==> src/rtl/count_sched.sv <==
// count_sched: round-robin issue scheduler for the dual event counter.
// Each channel queues requests in a saturating pending counter; at most one
// increment per cycle is issued downstream as a registered En/Slt pair.
module count_sched #(
  parameter int CREDIT_W = 4
) (
  input  logic                Clk,
  input  logic                Reset,
  input  logic                Req0,
  input  logic                Req1,
  input  logic                Hold,
  input  logic                OvfClr,
  output logic                En,
  output logic                Slt,
  output logic [CREDIT_W-1:0] Pend0,
  output logic [CREDIT_W-1:0] Pend1,
  output logic                Ovf0,
  output logic                Ovf1,
  output logic                Idle
);

  logic [1:0]          req;
  logic [1:0]          grant;
  logic [1:0]          full;
  logic [1:0]          drop;
  logic [1:0]          nonzero;

  logic [CREDIT_W-1:0] pend_q [2];
  logic [CREDIT_W-1:0] pend_d [2];
  logic                ovf_q  [2];
  logic                ovf_d  [2];

  logic                en_q, en_d;
  logic                slt_q, slt_d;
  // Last-served channel; reset to 1 so channel 0 wins the first tie.
  logic                last_q, last_d;

  assign req = {Req1, Req0};

  // Per-channel queue bookkeeping: saturating count and sticky drop flag.
  for (genvar gi = 0; gi < 2; gi++) begin : g_chan
    assign nonzero[gi] = |pend_q[gi];
    assign full[gi]    = &pend_q[gi];
    // A request is only dropped when the counter is full and the same edge
    // does not also drain one entry through a grant.
    assign drop[gi]    = req[gi] & ~grant[gi] & full[gi];
    assign pend_d[gi]  = (req[gi] & ~grant[gi] & ~full[gi]) ? pend_q[gi] + CREDIT_W'(1) :
                         (~req[gi] & grant[gi])             ? pend_q[gi] - CREDIT_W'(1) :
                                                              pend_q[gi];
    // Set beats clear when a drop coincides with OvfClr.
    assign ovf_d[gi]   = drop[gi] | (ovf_q[gi] & ~OvfClr);

    // Pending counter and overflow flag registers.
    always_ff @(posedge Clk) begin
      if (!Reset) begin
        pend_q[gi] <= '0;
        ovf_q[gi]  <= 1'b0;
      end else begin
        pend_q[gi] <= pend_d[gi];
        ovf_q[gi]  <= ovf_d[gi];
      end
    end
  end

  // Round-robin grant from registered counts, last pointer and live Hold.
  always_comb begin
    grant  = 2'b00;
    en_d   = 1'b0;
    slt_d  = slt_q;
    last_d = last_q;
    if (!Hold) begin
      if (nonzero[0] && (!nonzero[1] || last_q)) begin
        grant = 2'b01;
      end else if (nonzero[1]) begin
        grant = 2'b10;
      end
    end
    if (grant != 2'b00) begin
      en_d   = 1'b1;
      slt_d  = grant[1];
      last_d = grant[1];
    end
  end

  // Issue output and last-served pointer registers.
  always_ff @(posedge Clk) begin
    if (!Reset) begin
      en_q   <= 1'b0;
      slt_q  <= 1'b0;
      last_q <= 1'b1;
    end else begin
      en_q   <= en_d;
      slt_q  <= slt_d;
      last_q <= last_d;
    end
  end

  assign En    = en_q;
  assign Slt   = slt_q;
  assign Pend0 = pend_q[0];
  assign Pend1 = pend_q[1];
  assign Ovf0  = ovf_q[0];
  assign Ovf1  = ovf_q[1];
  assign Idle  = (pend_q[0] == '0) && (pend_q[1] == '0) && !en_q;

endmodule

==> config.mk <==
export PLATFORM = sky130hd
export DESIGN_NAME = count_sched
export DESIGN_NICKNAME = d
export VERILOG_FILES = /design/src/rtl/count_sched.sv
export SDC_FILE = /design/constraint.sdc
export NUM_CORES = 1
export LEC_CHECK = 0
export BUFFER_PORTS_ARGS = -buffer_cell sky130_fd_sc_hd__buf_2
export CAP_MARGIN = 20
export CORE_MARGIN = 10
export CORE_UTILIZATION = 45
export DETAILED_ROUTE_END_ITERATION = 10
export PLACE_DENSITY = 0.77
export SLEW_MARGIN = 20
export SYNTH_ARGS = -nofsm -noshare
export SYNTH_HDL_FRONTEND = slang
export SYNTH_SLANG_ARGS = --single-unit
==> constraint.sdc <==
create_clock -name Clk -period 3 [get_ports Clk]
set_input_delay 0.45 -clock Clk [delete_from_list [all_inputs] [get_ports Clk]]
set_output_delay 0.45 -clock Clk [all_outputs]
set_load 0.05 [all_outputs]
* Word-level counts from Yosys, hierarchy flattened *
Memories as Yosys holds them, arrays and structs flattened.
Index checks and enable logic that the tools add are counted.

operators by class
  $lt $le $gt $ge = 0
  shift operators = 0
  reductions and logical operators = 13
  bitwise logic cells = 23
  equality and inequality tests = 0
  $mul = 0
  mux-type cells = 14
  $add $sub $neg = 4
  div/mod/pow operators = 0

operator list
  operator                                           count
  2-to-1 mux 4 bit                                   6
  bitwise AND 1 bit                                  10
  adder 4 x 1 -> 4 bit (second input constant)       2
  zero test 4 bit                                    2
  AND reduction 4 bit                                2
  OR reduction 4 bit                                 2
  subtractor 4 x 1 -> 4 bit (second input constant)  2
  NOT 1 bit                                          7
  2-to-1 mux 2 bit                                   3
  bitwise OR 1 bit                                   6
  2-to-1 mux 1 bit                                   5
  logical AND 1 bit                                  3
  zero test 1 bit                                    2
  nonzero test 2 bit                                 1
  logical OR 1 bit                                   1

word-level totals
  latch bits = 0
  memory bits (writable) = 10
  output and inout bits = 13
  logic and storage cells = 59
  memories = 2
  bits in registers = 3
  ROM bits = 0
  bits of input ports = 6

memories
  name    depth  width  rd ports  clocked after Yosys merged registers in  wr ports  RTL line  text
  pend_q  2      4      2         0                                        2         28        logic [CREDIT_W-1:0] pend_q [2];
  ovf_q   2      1      2         0                                        2         30        logic ovf_q [2];

* Logic depth before layout (Yosys ltp) *
  word-level depth = 11
  depth in mapped cells = 8

* Worst setup path after synthesis *
OpenSTA, ideal clock, no wires.

  kind = register to register
  start point = memory pend_q[0][0]
  end point = memory pend_q[1][3]
  period minus slack after synthesis = 2647 ps
  buffers on the path = 0
  path slack = 353 ps
  required time = 2928 ps
  arrival time = 2576 ps
  stages on the path, launching flop included = 8
  cell sequence = dfxtp_1 -> o41a_1 -> o311ai_1 -> ha_1 -> a21o_1 -> a21oi_1 -> mux2i_1 -> mux2i_1

RTL lines
  element      RTL line
  from (decl)  28

==> flow_summary.yaml <==
logic_synthesis:
  synth_simple_gate_area_share_pct: 22.63
  synthTopCellsByArea: "dfxtp_1 (33%), mux2i_1 (14%), nand2_1 (6.6%)"
  syn_nets: 97
  syn_area_per_cell_um2: 9.303
  synthAdderAreaFrac_pct: 11.39
  ys_seq_area_share_pct: 32.91
  synth_compound_area_share_pct: 13.13
  synthXorXnorAreaFrac_pct: 2.215
  synth-async-reset-ratio_pct: 0
  yosysWarnings: 0
  synthDominantCellAreaShare_pct: 32.91
  synth_area_um2: 790.8
  synth_edf_count: 0
  synth_flop_cell: "dfxtp_1"
  synth_mux_area_share_pct: 13.92
  synth_top_family_by_area: "simple AND/OR/NAND/NOR gates"
  yosysTopAreaCell: "dfxtp_1"
  synth_seq_cells: 13
  syn_inst: 85
  ys_types: 34
outcome:
  outcome: "finished clean"
drt:
  avgViaCountPerCell: 5.557
  drt_first_pass_iters: 2
  finalWirelength_mm: 1.659
  avgRoutedWirePerCell_um: 13.60
  vias: 678
  drt_iter0_drc: 4
  route.detailed.drc: 0
  ant_nets: 0
setup_path:
  cpLargestDelayFamily: "simple AND/OR/NAND/NOR gates"
  cp.arrival_ps: 2700
  r2r-end: "pend_q[0][3]"
  endpoint: "pend_q[0][3]"
  startpoint_type: "register"
  worst_ep_required_time_ps: 3210
  cp_num_cells: 8
  r2r_slack_ps: 510
  slowest_delay_ps: 550
  cp_num_buf_inv: 0
  r2r_start: "pend_q[0][0]"
  cp_max_fo: 9
  crit_path_end_kind: "register"
  crit_chain: "or4_1 -> o211ai_1 -> nand2_1 -> ha_1 -> a21oi_1 -> a211oi_1 -> mux2i_1 -> mux2i_1"
  cpMaxStageDelayCell: "or4_1"
  crit_start: "pend_q[0][0]"
  path_class: "register to register"
  critPathMostFrequentCell: "mux2i_1"
  r2r_cells: 8
clocking:
  tritoncts: "done"
  cts_buffers: 3
  ctsHoldBuffers: 0
  path_clk_slew_ps: 80
  cts_root_buffer: "clkbuf_4"
  htreeDepth: 1
  clock_latency_ps: 270
  cts_setup_buffers: 0
  cts_buffer_depth: 2
  cts.repair.resized: 0
  clock_sinks: 13
global_route:
  grt_pass1_vias: 635
  grt_pass1_wl_mm: 2.697
  grt_usage_pct: 9.498
  grt_overflow: 0
  grt_max_degree: 22
  antenna_found_initial: 0
power:
  max-vdd-ir-drop_mv: 0.4914
  powerDensity_nw_per_um2: 1053
  p_leak_nw: 0.4568
finish:
  finalNonFillerCells: 122
  final_nets: 118
  mostFrequentLayoutCells: "buf_2 (18), nand2_1 (14), dfxtp_1 (13)"
  final_area_um2: 917.1
  layout_commonest_cell: "buf_2"
  drive_above_1_share_pct: 21.90
  n_antenna_cell: 0
  area.growth.synth_to_final_pct: 15.98
floorplan:
  num_rows: 15
  pin_count: 19
  start_util_pct: 46.81
  die_y_um: 61.92
  dieArea_um2: 3834
  coreArea_um2: 1689
  die_x_um: 61.92
sta:
  min_period_ps: 2492
  min_period_over_period_pct: 83.08
  worst_pin_slew_ps: 534.7
  rsz0062_at_grt: "no"
  setup_viol: 0
  skew_ps: 2.470
  relSlewSlack_pct: 64.06
  finalHoldViolCount: 0
  setup_tns_ps: 0
  max_freq_ghz: 0.4012
  maxSlewViolCount: 0
worst_hold_path:
  holdCritPathClass: "input pin to register"
placed_design:
  port_buffers: 18
  place_area_um2: 890.9
  dpl.hpwl_mm: 1.313
  routabilityCongestion: 0.7696
  dp_cells: 118
flow_run:
  drv_cap: 0
sequential cells by signal, summed over array words and instances, names as in the netlist:
signal,count
ovf_q,2
Slt,1
En,1
last_q,1
pend_q,8
layer usage:
layer  wire length [µm]  part of all wire [%]  track usage [%]
met1                770                    46            11.07
met2                713                    43            13.62
met3                147                   8.9            4.065
met4                 28                   1.7            6.688
met5                  0                     0                0
final cells by class:
type                       instances  area (µm²)
clock buffer                       4       26.28
fill                             170       772.0
inverter                           3       11.26
multi-input combinational         66       500.5
sequential                        13       260.3
tap                               17       21.27
timing repair buffer              19       97.59
through the flow:
stage	utilization [%]	hold WS (ps)	power (mW)	worst slack, ps
4_1_cts	54.30	464.2	0.9804	486.6
2_1_floorplan	-	520.3	0.7509	352.8
3_3_place_gp	52.74	469.4	0.8496	566.9
5_1_grt	54.30	489.2	1.052	329.9
3_5_place_dp	52.74	470.7	0.8708	502.0
6_report	54.30	467.8	0.9662	507.7
worst reg2reg max path, stage by stage, from the launching register on:
cell	delay [ps]
dfxtp_1	400
or4_1	550
o211ai_1	220
nand2_1	200
ha_1	360
a21oi_1	210
a211oi_1	110
mux2i_1	180
mux2i_1	190
where the power goes:
part / total [mW] / internal, mW / switching (mW) / leakage, nW
logic: 0.559 / 0.196 / 0.363 / 0.335
clock network: 0.108 / 0.0515 / 0.0562 / 0.0150
registers: 0.299 / 0.223 / 0.0761 / 0.107
total: 0.966 / 0.471 / 0.495 / 0.457
Yosys cell counts (2+ instances only):
| library cell | count |
|---|---|
| a21oi_1 | 2 |
| inv_1 | 3 |
| xor2_1 | 2 |
| dfxtp_1 | 13 |
| or4_1 | 2 |
| nor2b_1 | 2 |
| nor2_1 | 2 |
| fa_1 | 2 |
| nand2b_1 | 4 |
| o21ai_0 | 2 |
| nand2_1 | 14 |
| clkbuf_1 | 2 |
| mux2i_1 | 11 |
| ha_1 | 4 |
worst min-delay path by stage:
| stage | endpoint | depth (start not counted) | from |
|---|---|---|---|
| global placement | Slt | 2 | Slt |
| global route | ovf_q[0] | 3 | Req0 |
| finish | ovf_q[0] | 3 | Req0 |
| floorplan | last_q | 2 | last_q |
| detailed placement | Slt | 2 | Slt |
| CTS | ovf_q[0] | 3 | Req0 |
logic make-up after synthesis:
family	Yosys count
DFF	13
adders and majority gates	6
and+or+nand+nor	33
muxes	11
buffers and inverters	6
xor gates and xnor gates	2
AOI/OAI and AO/OA	14
(Power assumes the default switching activity.)
